**config.mk**
```make
export PLATFORM = sky130hd
export DESIGN_NAME = demod_sched
export DESIGN_NICKNAME = d
export VERILOG_FILES = /design/src/rtl/demod_sched_pkg.sv /design/src/rtl/demod_sched_sym_packer.sv /design/src/rtl/demod_sched.sv
export SDC_FILE = /design/constraint.sdc
export NUM_CORES = 1
export LEC_CHECK = 0
export CAP_MARGIN = 25
export CORE_MARGIN = 2
export CORE_UTILIZATION = 45
export DETAILED_ROUTE_END_ITERATION = 6
export PLACE_DENSITY = 0.73
export SYNTH_ARGS = -nofsm -noshare
export SYNTH_HDL_FRONTEND = slang
export SYNTH_SLANG_ARGS = --single-unit
```
**constraint.sdc**
```tcl
create_clock -name clk -period 7.1 [get_ports clk]
set_clock_uncertainty 0.05 [all_clocks]
set_input_delay 1.42 -clock clk [delete_from_list [all_inputs] [get_ports clk]]
set_output_delay 1.42 -clock clk [all_outputs]
set_load 0.1 [all_outputs]
```
**src/rtl/demod_sched_pkg.sv**
```systemverilog
`default_nettype none
// ============================================================================
// Module : demod_sched_pkg
// Desc   : Shared types, pilot-bin constants and bin classifier for demod_sched
// Rev    : 1.0 - initial release
// ============================================================================
package demod_sched_pkg;

   typedef enum logic [1:0] {
      IDLE  = 2'd0,
      RUN   = 2'd1,
      DRAIN = 2'd2
   } state_t;

   typedef enum logic [1:0] {
      DC    = 2'd0,
      GUARD = 2'd1,
      PILOT = 2'd2,
      DATA  = 2'd3
   } bin_class_t;

   localparam int unsigned c_pilot_0 = 7;
   localparam int unsigned c_pilot_1 = 21;
   localparam int unsigned c_pilot_2 = 43;
   localparam int unsigned c_pilot_3 = 57;

   // Four 2-bit symbols per byte, so the slot counter is 2 bits wide
   localparam int unsigned c_slot_w = 2;

   function automatic bin_class_t bin_class(input int unsigned bin,
                                            input int unsigned guard_lo,
                                            input int unsigned guard_hi);
      bin_class_t cls;
      if (bin == 0)
         cls = DC;
      else if (bin >= guard_lo && bin <= guard_hi)
         cls = GUARD;
      else if (bin == c_pilot_0 || bin == c_pilot_1 || bin == c_pilot_2 || bin == c_pilot_3)
         cls = PILOT;
      else
         cls = DATA;
      return cls;
   endfunction

endpackage
`default_nettype wire

```
**src/rtl/demod_sched_sym_packer.sv**
```systemverilog
`default_nettype none
// ============================================================================
// Module : demod_sched_sym_packer
// Desc   : Packs 2-bit demod symbols MSB-first into bytes; flushes a partial byte
// Rev    : 1.0 - initial release
// ============================================================================
module demod_sched_sym_packer
   import demod_sched_pkg::*;
(
   input  logic       clk,
   input  logic       rst,
   input  logic       clear,
   input  logic       sym_valid,
   input  logic [1:0] sym,
   input  logic       flush,
   output logic [7:0] byte_out,
   output logic       byte_valid,
   output logic       idle
);

   logic [c_slot_w-1:0] r_slot;
   logic [7:0]          r_acc;
   logic [7:0]          r_byte;
   logic                r_byte_valid;
   logic [7:0]          w_shifted;
   logic [7:0]          w_padded;

   assign w_shifted = {r_acc[5:0], sym};

   // Left-justify a partial byte so its first symbol still lands in [7:6]
   always_comb begin
      w_padded = r_acc;
      case (r_slot)
         2'd1:    w_padded = {r_acc[1:0], 6'b0};
         2'd2:    w_padded = {r_acc[3:0], 4'b0};
         2'd3:    w_padded = {r_acc[5:0], 2'b0};
         default: w_padded = r_acc;
      endcase
   end

   always_ff @(posedge clk) begin
      if (rst) begin
         r_slot       <= '0;
         r_acc        <= '0;
         r_byte       <= '0;
         r_byte_valid <= 1'b0;
      end else if (clear) begin
         r_slot       <= '0;
         r_acc        <= '0;
         r_byte_valid <= 1'b0;
      end else begin
         r_byte_valid <= 1'b0;
         if (sym_valid) begin
            if (&r_slot) begin
               r_byte       <= w_shifted;
               r_byte_valid <= 1'b1;
               r_acc        <= '0;
               r_slot       <= '0;
            end else begin
               r_acc  <= w_shifted;
               r_slot <= r_slot + 1'b1;
            end
         end else if (flush && r_slot != '0) begin
            r_byte       <= w_padded;
            r_byte_valid <= 1'b1;
            r_acc        <= '0;
            r_slot       <= '0;
         end
      end
   end

   assign byte_out   = r_byte;
   assign byte_valid = r_byte_valid;
   assign idle       = (r_slot == '0);

endmodule
`default_nettype wire

```
**src/rtl/demod_sched.sv**
```systemverilog
`default_nettype none
// ============================================================================
// Module : demod_sched
// Desc   : OFDM subcarrier scheduler: routes data/pilot bins, packs demod bytes
// Rev    : 1.0 - initial release
// ============================================================================
module demod_sched
   import demod_sched_pkg::*;
#(
   parameter int unsigned NFFT           = 64,
   parameter int unsigned GUARD_LO       = 27,
   parameter int unsigned GUARD_HI       = 37,
   parameter int unsigned SYMS_PER_FRAME = 4
) (
   input  logic               clk,
   input  logic               rst,
   input  logic               start,
   input  logic               fft_valid,
   input  logic               fft_sop,
   input  logic signed [15:0] fft_i,
   input  logic signed [15:0] fft_q,
   output logic signed [15:0] dm_i,
   output logic signed [15:0] dm_q,
   output logic               dm_valid,
   input  logic [1:0]         dm_sym,
   input  logic               dm_valid_d,
   output logic signed [15:0] pilot_i,
   output logic signed [15:0] pilot_q,
   output logic               pilot_valid,
   output logic [7:0]         byte_out,
   output logic               byte_valid,
   output logic               busy,
   output logic               frame_done,
   output logic               sop_err
);

   localparam int unsigned    BW         = $clog2(NFFT);
   localparam logic [BW-1:0]  c_bin_last = BW'(NFFT - 1);
   localparam logic [7:0]     c_syms     = 8'(SYMS_PER_FRAME);

   state_t             r_state;
   logic [BW-1:0]      r_bin_cnt;
   logic [7:0]         r_sym_cnt;
   logic [7:0]         r_outstanding;
   logic               r_busy;
   logic               r_frame_done;
   logic               r_sop_err;
   logic               r_dm_valid;
   logic               r_pilot_valid;
   logic signed [15:0] r_dm_i;
   logic signed [15:0] r_dm_q;
   logic signed [15:0] r_pilot_i;
   logic signed [15:0] r_pilot_q;

   logic [BW-1:0]      w_bin;
   bin_class_t         w_class;
   logic               w_start_ok;
   logic               w_issue;
   logic               w_ret;
   logic               w_flush;
   logic               w_pk_idle;

   // An sop always resyncs the bin counter, aligned or not
   assign w_bin      = fft_sop ? '0 : r_bin_cnt;
   assign w_class    = bin_class(32'(w_bin), GUARD_LO, GUARD_HI);
   assign w_start_ok = (r_state == IDLE) && start && !r_frame_done;
   assign w_issue    = (r_state == RUN) && fft_valid && (w_class == DATA);
   assign w_ret      = dm_valid_d && (r_state != IDLE);
   assign w_flush    = (r_state == DRAIN) && (r_outstanding == '0);

   always_ff @(posedge clk) begin
      if (rst) begin
         r_state       <= IDLE;
         r_bin_cnt     <= '0;
         r_sym_cnt     <= '0;
         r_busy        <= 1'b0;
         r_frame_done  <= 1'b0;
         r_sop_err     <= 1'b0;
         r_dm_valid    <= 1'b0;
         r_pilot_valid <= 1'b0;
         r_dm_i        <= '0;
         r_dm_q        <= '0;
         r_pilot_i     <= '0;
         r_pilot_q     <= '0;
      end else begin
         r_dm_valid    <= 1'b0;
         r_pilot_valid <= 1'b0;
         r_frame_done  <= 1'b0;
         case (r_state)
            IDLE: begin
               if (w_start_ok) begin
                  r_state   <= RUN;
                  r_busy    <= 1'b1;
                  r_bin_cnt <= '0;
                  r_sym_cnt <= '0;
                  r_sop_err <= 1'b0;
               end
            end
            RUN: begin
               if (fft_valid) begin
                  if (fft_sop && r_bin_cnt != '0)
                     r_sop_err <= 1'b1;
                  if (w_class == DATA) begin
                     r_dm_valid <= 1'b1;
                     r_dm_i     <= fft_i;
                     r_dm_q     <= fft_q;
                  end
                  if (w_class == PILOT) begin
                     r_pilot_valid <= 1'b1;
                     r_pilot_i     <= fft_i;
                     r_pilot_q     <= fft_q;
                  end
                  if (w_bin == c_bin_last) begin
                     r_bin_cnt <= '0;
                     r_sym_cnt <= r_sym_cnt + 8'd1;
                     if (r_sym_cnt + 8'd1 == c_syms)
                        r_state <= DRAIN;
                  end else begin
                     r_bin_cnt <= w_bin + 1'b1;
                  end
               end
            end
            DRAIN: begin
               if (r_outstanding == '0 && w_pk_idle) begin
                  r_state      <= IDLE;
                  r_busy       <= 1'b0;
                  r_frame_done <= 1'b1;
               end
            end
            default: begin
               r_state <= IDLE;
               r_busy  <= 1'b0;
            end
         endcase
      end
   end

   // Demod results still in flight; DRAIN waits for this to empty
   always_ff @(posedge clk) begin
      if (rst || w_start_ok) begin
         r_outstanding <= '0;
      end else begin
         case ({w_issue, w_ret})
            2'b10:   r_outstanding <= r_outstanding + 8'd1;
            2'b01:   if (r_outstanding != '0) r_outstanding <= r_outstanding - 8'd1;
            default: ;
         endcase
      end
   end

   demod_sched_sym_packer u_packer (
      .clk        (clk),
      .rst        (rst),
      .clear      (w_start_ok),
      .sym_valid  (w_ret),
      .sym        (dm_sym),
      .flush      (w_flush),
      .byte_out   (byte_out),
      .byte_valid (byte_valid),
      .idle       (w_pk_idle)
   );

   assign dm_i        = r_dm_i;
   assign dm_q        = r_dm_q;
   assign dm_valid    = r_dm_valid;
   assign pilot_i     = r_pilot_i;
   assign pilot_q     = r_pilot_q;
   assign pilot_valid = r_pilot_valid;
   assign busy        = r_busy;
   assign frame_done  = r_frame_done;
   assign sop_err     = r_sop_err;

endmodule
`default_nettype wire

```
==> impl_metrics.json, run 1 <==
{
  "ff2ff_path_depth": 12,
  "wirelength_um": 12600,
  "clkSinkCount": 112,
  "critPathBufInv": 1,
  "p_int_mw": 0.818,
  "cp_data_required_time_ns": 7.33,
  "grt_max_degree": 55,
  "power.leakage_nw": 2.25,
  "ys_ff_latch": 112,
  "overflow": 0,
  "globalplace.congestion": 0.845,
  "wl_per_cell_um": 16.1,
  "hold_viol": 0,
  "crit_type": "in -> reg",
  "nets": 691,
  "ant_nets": 0,
  "insertion_delay_ns": 0.39,
  "numCtsBuffers": 9,
  "cpMaxStageDelayCell": "a2111oi_2",
  "synthesis.area_um2": 5030,
  "irDropWorstVdd_v": 0.000191,
  "place_area_um2": 6250,
  "yosysWarnings": 0,
  "drive_gt1_share_pct": 6.07,
  "cts-root-buf": "clkbuf_8",
  "synth_top_area_share_pct": 44.5,
  "grt_pass1_vias": 4116,
  "via_per_inst": 5.53,
  "post_cts_resized": 0,
  "synth.distinct_cells": 63,
  "cts.clk_slew.worst_paths_ns": 0.10,
  "cts_max_level": 3,
  "synth_nets": 586,
  "power_frac_seq_pct": 56.1,
  "fin_setup_tns_ns": 0,
  "combPwrFrac_pct": 12.4,
  "min_path_cells": 2,
  "synth.avg_cell_area_um2": 9.46,
  "die_w_um": 110,
  "vias": 4325,
  "r2r-start": "r_bin_cnt[0]",
  "stdcell_area_um2": 6440,
  "worst_setup_path_end_kind": "flop",
  "cts_hold_buf": 0,
  "synthCells": 532,
  "setup_violations": 0,
  "max-slew-margin-rel_pct": 31.4,
  "ys.flop_type": "dfxtp_1",
  "synth_most_common_cell": "dfxtp_1",
  "reg2reg_slack_ns": 2.69,
  "grt_pass1_wl_um": 20300,
  "swShare_pct": 28.5,
  "maxCapViolations": 0,
  "yosys.area.top_type": "dfxtp_1",
  "worstSetupPathDepth": 13,
  "max_freq_mhz": 179,
  "core-area_um2": 10900,
  "hold_class": "reg -> reg",
  "path_max_fanout": 9,
  "worst_pin_slew_ns": 1.03,
  "dieArea_um2": 12000,
  "crit_family": "compound AO/OA/AOI/OAI gates",
  "switchingPower_mw": 0.325,
  "ys_seq_area_share_pct": 44.5,
  "first_pass_iters": 5,
  "reg2reg_to": "r_outstanding[7]",
  "fp.dieH_um": 110,
  "synthTopCellsByArea": "dfxtp_1, mux2i_1, nor2_1",
  "cts_tree": "done",
  "post-route-util_pct": 59.2,
  "antenna-diode-count": 0,
  "ioPinCount": 118,
  "outcome": "finished, final reports clean",
  "port-buffer-count": 117,
  "areaGrowthSynthToFinish_pct": 28.0,
  "antenna_found_initial": 0,
  "startpoint_type": "input pin",
  "max_stage_delay_ns": 0.87,
  "post_cts_buffers": 0,
  "rsz0062_at_grt": "false",
  "holdCritStartpoint": "r_sym_cnt[1]",
  "route.detailed.drc": 0,
  "drt_iter0_markers": 269,
  "synth_edf_count": 0,
  "fin_crit_ns": 5.60,
  "fillers": 922,
  "p_clk_share_pct": 31.5,
  "place_hpwl_um": 8730,
  "cp.arrival_ns": 5.83,
  "async_flop_share_pct": 0,
  "grtUsageTotal_pct": 21.5,
  "post-route-period-util_pct": 78.8,
  "powerDensity_nw_per_um2": 177,
  "start_util_pct": 46.2,
  "worst_hold_path.endpoint": "r_sym_cnt[1]",
  "crit_chain": "clkdlybuf4s50_1, nor2b_1, ha_1, o21ai_0, a2111oi_2, nor3_4, nor2_1, ha_1, a211oi_1, o21ai_0, a31oi_1, mux2i_1, mux2_1",
  "core.rowCount": 38,
  "yosys-top-cells-count": "dfxtp_1, nor2_1, mux2i_1",
  "drv_slew": 0,
  "clock_path_buffers": 2
}
## cells by family after synthesis
logic type | Yosys count | share of synthesized area [%]
muxes | 67 | 13.3
adders and majority gates | 14 | 3.63
xor gates and xnor gates | 3 | 0.522
and+or+nand+nor | 185 | 17.9
DFF | 112 | 44.5
buffers and inverters | 43 | 4.82
AOI/OAI and AO/OA | 108 | 15.3
## how the worst max path moves through the flow
stage	start	end
2_1_floorplan	fft_sop	r_outstanding[7]
3_3_place_gp	fft_sop	r_outstanding[7]
3_5_place_dp	fft_sop	r_outstanding[7]
4_1_cts	fft_sop	r_outstanding[7]
5_1_grt	fft_sop	r_outstanding[7]
6_report	fft_sop	r_outstanding[7]
## sequential cells by signal, indices dropped and copies added (netlist names), 2 cells and up
register           count
dm_i                  16
u_packer.byte_out      8
u_packer.r_acc         8
pilot_q               16
r_state                2
u_packer.r_slot        2
r_bin_cnt              6
r_sym_cnt              8
dm_q                  16
pilot_i               16
r_outstanding          8
## cell usage in the layout (no fill, tap or decap), types with 9 or more instances in the layout
cell,instances
a22oi_1,12
o21ai_0,18
nand2_1,25
ha_1,13
mux2i_1,66
nand3_1,10
inv_1,12
clkbuf_8,9
nor2_1,98
a211oi_1,9
clkdlybuf4s50_1,116
nand3b_1,9
dfxtp_1,112
a21oi_1,24
## through the flow
stage | setup slack [ns] | total power [mW] | std cells | hold WS (ns)
2_1_floorplan | 2.16 | 0.744 | 532 | 0.398
3_3_place_gp | 1.41 | 0.792 | 763 | 0.409
3_5_place_dp | 1.16 | 0.796 | 764 | 0.415
4_1_cts | 1.58 | 1.16 | 780 | 0.430
5_1_grt | 1.20 | 1.19 | 782 | 0.452
6_report | 1.50 | 1.14 | 782 | 0.430
## power groups by stage
stage                     Clock, mW  Combinational, mW  Sequential, mW
final                         0.360              0.142           0.641
after global routing          0.396              0.152           0.643
after CTS                     0.374              0.141           0.642
after detailed placement          0              0.140           0.656
after global placement            0              0.136           0.656
after floorplan                   0             0.0586           0.686
## worst register-to-register path, cell delays in order (launching register included)
cell and delay [ns]:
dfxtp_1 0.47, nor2b_1 0.27, ha_1 0.21, o21ai_0 0.10, a2111oi_2 0.87, nor3_4 0.04, nor2_1 0.45, ha_1 0.35
a211oi_1 0.47, o21ai_0 0.21, a31oi_1 0.27, mux2i_1 0.23, mux2_1 0.33
## final cells by class
class                           count  area, um2  area share [%]
Timing Repair Buffer              125       1240            19.3
Multi-Input combinational cell    377       2560            39.8
Inverter                           12       45.0           0.699
Clock buffer                       10        128            1.98
Tap cell                          140        175            2.72
Sequential cell                   112       2240            34.8
Clock inverter                      6       47.5           0.738
## metal layers
metal	wire [um]	GRT usage, %	vias up
met3	1280	10.4	13
met1	5570	25.9	2033
li1	-	-	2126
met2	5570	33.8	153
met4	146	6.51	0
met5	0	0	-
Note: power is estimated with default switching activity, not from simulation.
==> run 2: changes to the inputs <==
--- a/config.mk
+++ b/config.mk
@@ -9,7 +9,7 @@
 export CORE_MARGIN = 2
 export CORE_UTILIZATION = 45
 export DETAILED_ROUTE_END_ITERATION = 6
-export PLACE_DENSITY = 0.73
+export PLACE_DENSITY = 0.76
 export SYNTH_ARGS = -nofsm -noshare
 export SYNTH_HDL_FRONTEND = slang
 export SYNTH_SLANG_ARGS = --single-unit
==> constraint.sdc (replaced) <==
create_clock -name clk -period 5.1 [get_ports clk]
set_clock_uncertainty 0.05 [all_clocks]
set_input_delay 1.02 -clock clk [delete_from_list [all_inputs] [get_ports clk]]
set_output_delay 1.02 -clock clk [all_outputs]
set_load 0.1 [all_outputs]
==> impl_metrics.json, run 2 (synthesis results as in run 1) <==
{
  "outcome": "finished, final reports clean",
  "switchingPower_mw": 0.439,
  "grtUsageTotal_pct": 21.3,
  "placed_cells_incl_taps": 766,
  "combPwrFrac_pct": 12.5,
  "post-route-period-util_pct": 87.4,
  "post_cts_buffers": 0,
  "cp_data_required_time_ns": 5.33,
  "cpMaxStageDelayCell": "a2111oi_2",
  "insertion_delay_ns": 0.38,
  "powerDensity_nw_per_um2": 244,
  "path_max_fanout": 5,
  "ioPinCount": 118,
  "hold_viol": 0,
  "post_cts_resized": 0,
  "areaGrowthSynthToFinish_pct": 27.8,
  "overflow": 0,
  "critPathMostFrequentCell": "o21ai_0",
  "p_int_mw": 1.13,
  "clkSinkCount": 112,
  "worst_setup_path_end_kind": "flop",
  "port-buffer-count": 117,
  "vias": 4337,
  "grt_use_met1_pct": 26.3,
  "wl_per_cell_um": 15.8,
  "startpoint_type": "input pin",
  "worst_pin_slew_ns": 1.06,
  "drt_iter0_markers": 312,
  "globalplace.congestion": 0.850,
  "first_pass_iters": 5,
  "antenna_found_initial": 0,
  "fp.dieH_um": 110,
  "die_w_um": 110,
  "nets": 693,
  "max_freq_mhz": 224,
  "cts.clk_slew.worst_paths_ns": 0.10,
  "rsz0062_at_grt": "false",
  "drv_slew": 0,
  "drive_gt1_share_pct": 6.52,
  "maxCapViolations": 0,
  "use_met2_pct": 32.9,
  "grt_max_degree": 49,
  "core.rowCount": 38,
  "via_per_inst": 5.53,
  "layout_commonest_cell": "clkdlybuf4s50_1",
  "p_clk_share_pct": 30.7,
  "fin_setup_tns_ns": 0,
  "clock_path_buffers": 2,
  "hold_class": "reg -> reg",
  "cts_max_level": 3,
  "irDropWorstVdd_v": 0.000179,
  "swShare_pct": 28.0,
  "route.detailed.drc": 0,
  "gr-max-usage-layer": "met2",
  "numCtsBuffers": 9,
  "ant_nets": 0,
  "crit_type": "in -> reg",
  "power_mw": 1.57,
  "fin_crit_ns": 4.46,
  "final_cells": 784,
  "cts-root-buf": "clkbuf_8",
  "grt_pass1_wl_um": 20200,
  "dieArea_um2": 12000,
  "crit_chain": "clkdlybuf4s50_1, nor2b_1, ha_1, o21ai_0, a2111oi_2, nor3_4, nor2_1, buf_4, ha_1, o21ai_0, o21ai_0, a31oi_1, mux2i_1, mux2_1",
  "grt_pass1_vias": 4180,
  "fillers": 935,
  "use_met3_pct": 8.95,
  "wirelength_um": 12400,
  "setup_violations": 0,
  "cp.arrival_ns": 4.69,
  "antenna-diode-count": 0,
  "whs_ns": 0.435,
  "post-route-util_pct": 59.1,
  "cts_tree": "done",
  "core-area_um2": 10900,
  "place_hpwl_um": 8680,
  "final_cell_mix": "clkdlybuf4s50_1, dfxtp_1, nor2_1, mux2i_1, nand2_1",
  "start_util_pct": 46.2,
  "power.leakage_nw": 2.26,
  "max-slew-margin-rel_pct": 29.3,
  "max_stage_delay_ns": 0.54,
  "power_frac_seq_pct": 56.9,
  "cts_hold_buf": 0
}
==> run 2: cell types whose count changed in the layout (fill, tap and decap cells not counted), moves of 2 or more <==
cell	before	now
inv_6	4	0
clkinv_2	1	3
clkinv_4	0	3
buf_4	6	8
==> run 2: worst paths after layout <==
| check | from | slack [ns] | endpoint | depth (start not counted) |
|---|---|---|---|---|
| worst max-delay path | fft_sop | 0.64 | r_outstanding[7] | 14 |
| worst min-delay path | sop_err | 0.44 | sop_err | 2 |
| worst max register to register | r_bin_cnt[0] | 1.27 | r_outstanding[7] | 13 |
| worst min register to register | sop_err | 0.44 | sop_err | 2 |
==> run 2: metrics by stage <==
stage / setup WS (ns) / area [um2]
floorplan: 0.561 / 5030
global placement: 0.417 / 6250
detailed placement: 0.272 / 6250
CTS: 0.665 / 6420
global route: 0.431 / 6430
finish: 0.640 / 6430
==> run 2: layer usage <==
layer	part of all wire (%)	vias up	wire length, um
li1	-	2119	-
met1	43	2057	5360
met2	45	140	5640
met3	9.6	21	1190
met4	1.8	0	226
met5	0	-	0
==> run 2: final cells by class <==
cell class	count	area (um2)	area share, %
multi-input combinational	377	2560	39.8
sequential	112	2240	34.8
timing repair buffer	127	1240	19.2
tap	140	175	2.72
clock buffer	9	124	1.92
clock inverter	7	48.8	0.758
inverter	12	45.0	0.700
==> run 2: critical path: cells and delay by family <==
| kind | cells | cell delay [ns] |
|---|---|---|
| buffers and inverters | 2 | 0.69 |
| muxes | 2 | 0.55 |
| and+or+nand+nor | 3 | 0.52 |
| adders and majority gates | 2 | 0.49 |
| AOI/OAI and AO/OA | 5 | 1.40 |
==> run 2: power by group through the flow <==
stage          Combinational [mW]  Clock (mW)  Sequential (mW)
3_5_place_dp                0.194           0            0.913
3_3_place_gp                0.190           0            0.913
2_1_floorplan              0.0816           0            0.955
4_1_cts                     0.195       0.502            0.893
5_1_grt                     0.211       0.529            0.895
6_report                    0.196       0.481            0.893
==> run 3: changes to the inputs <==
--- a/config.mk
+++ b/config.mk
@@ -9,7 +9,7 @@
 export CORE_MARGIN = 2
 export CORE_UTILIZATION = 45
 export DETAILED_ROUTE_END_ITERATION = 6
-export PLACE_DENSITY = 0.76
+export PLACE_DENSITY_LB_ADDON = 0.3
 export SYNTH_ARGS = -nofsm -noshare
 export SYNTH_HDL_FRONTEND = slang
 export SYNTH_SLANG_ARGS = --single-unit
==> impl_metrics.json, run 3 (synthesis results as in run 1) <==
{
  "die_w_um": 110,
  "post_cts_buffers": 0,
  "wirelength_um": 13100,
  "power_frac_seq_pct": 55.3,
  "drt_iter0_markers": 309,
  "globalplace.congestion": 0.936,
  "core.rowCount": 38,
  "numCtsBuffers": 9,
  "grt_pass1_wl_um": 21400,
  "wl_per_cell_um": 16.8,
  "startpoint_type": "input pin",
  "post-route-period-util_pct": 87.9,
  "cp_data_required_time_ns": 5.33,
  "p_clk_share_pct": 32.5,
  "cts_max_level": 3,
  "cts_tree": "done",
  "crit_type": "in -> reg",
  "overflow": 0,
  "irDropWorstVdd_v": 0.000169,
  "via_per_inst": 5.58,
  "power.leakage_nw": 2.26,
  "first_pass_iters": 7,
  "cp.arrival_ns": 4.71,
  "layout_commonest_cell": "clkdlybuf4s50_1",
  "ant_nets": 0,
  "outcome": "finished with violations",
  "p_int_mw": 1.15,
  "drv_slew": 0,
  "rsz0062_at_grt": "false",
  "placed_cells_incl_taps": 766,
  "grtUsageTotal_pct": 22.7,
  "setup_violations": 0,
  "power_mw": 1.62,
  "worst_pin_slew_ns": 1.04,
  "areaGrowthSynthToFinish_pct": 28.3,
  "port-buffer-count": 117,
  "grt_max_degree": 66,
  "route.detailed.drc": 7,
  "place_hpwl_um": 9100,
  "path_max_fanout": 9,
  "fin_ws_ns": 0.617,
  "cts.clk_slew.worst_paths_ns": 0.11,
  "grt_pass1_vias": 4420,
  "post_cts_resized": 0,
  "hold_class": "reg -> reg",
  "maxCapViolations": 0,
  "drive_gt1_share_pct": 6.52,
  "antenna_found_initial": 0,
  "antenna-diode-count": 0,
  "clkSinkCount": 112,
  "switchingPower_mw": 0.471,
  "insertion_delay_ns": 0.38,
  "max-slew-margin-rel_pct": 30.6,
  "fp.dieH_um": 110,
  "fin_crit_ns": 4.48,
  "clock_path_buffers": 2,
  "violations": "design-rule violations",
  "worst_setup_path_end_kind": "flop",
  "whs_ns": 0.430,
  "combPwrFrac_pct": 12.2,
  "dieArea_um2": 12000,
  "final_cells": 784,
  "cts-root-buf": "clkbuf_8",
  "post-place-ws_ns": 0.194,
  "vias": 4378,
  "cts_hold_buf": 0,
  "start_util_pct": 46.2,
  "swShare_pct": 29.2,
  "powerDensity_nw_per_um2": 250,
  "fin_setup_tns_ns": 0,
  "nets": 693,
  "max_freq_mhz": 223,
  "ioPinCount": 118,
  "final_cell_mix": "clkdlybuf4s50_1, dfxtp_1, nor2_1, mux2i_1, nand2_1",
  "core-area_um2": 10900,
  "hold_viol": 0
}
==> run 3: layout make-up <==
cell class              instances  area, um2
clock inverters                 7       71.3
fillers                       926       4430
repair buffers                127       1240
inverters                      12       45.0
flip-flops and latches        112       2240
multi-input cells             377       2560
clock buffers                   9        124
well taps                     140        175
==> run 3: critical path, cell delays in order <==
cell and delay, ns:
clkdlybuf4s50_1 0.58, nor2b_1 0.27, ha_1 0.20, o21ai_0 0.10, a2111oi_2 0.54, nor3_4 0.06, nor2_1 0.26, ha_1 0.34
o21ai_0 0.39, o21ai_0 0.17, a31oi_1 0.22, mux2i_1 0.22, mux2_1 0.33
==> run 3: metrics by stage <==
stage          util, %  cell area (um2)
2_1_floorplan        -             5030
3_3_place_gp      57.4             6250
3_5_place_dp      57.4             6250
4_1_cts           59.2             6440
5_1_grt           59.3             6460
6_report          59.3             6460
==> run 3: path summary, 6_finish.rpt <==
| path | startpoint | endpoint | slack, ns | depth (start not counted) |
|---|---|---|---|---|
| max | fft_sop | r_outstanding[7] | 0.62 | 13 |
| min | r_sym_cnt[7] | r_sym_cnt[7] | 0.43 | 2 |
| max reg2reg | r_bin_cnt[0] | r_outstanding[7] | 1.38 | 12 |
| min reg2reg | r_sym_cnt[7] | r_sym_cnt[7] | 0.43 | 2 |
==> run 3: metal layers <==
layer | up-vias | routed length [um] | track usage [%]
li1 | 2115 | - | -
met1 | 2059 | 5450 | 27.5
met2 | 181 | 6220 | 36.6
met3 | 23 | 1210 | 8.42
met4 | 0 | 260 | 8.86
met5 | - | 0 | 0
==> run 3: power groups by stage <==
stage | combinational (mW) | sequential, mW | clock, mW
2_1_floorplan | 0.0816 | 0.955 | 0
3_3_place_gp | 0.191 | 0.912 | 0
3_5_place_dp | 0.195 | 0.913 | 0
5_1_grt | 0.211 | 0.896 | 0.573
6_report | 0.198 | 0.894 | 0.526
4_1_cts | 0.196 | 0.894 | 0.542
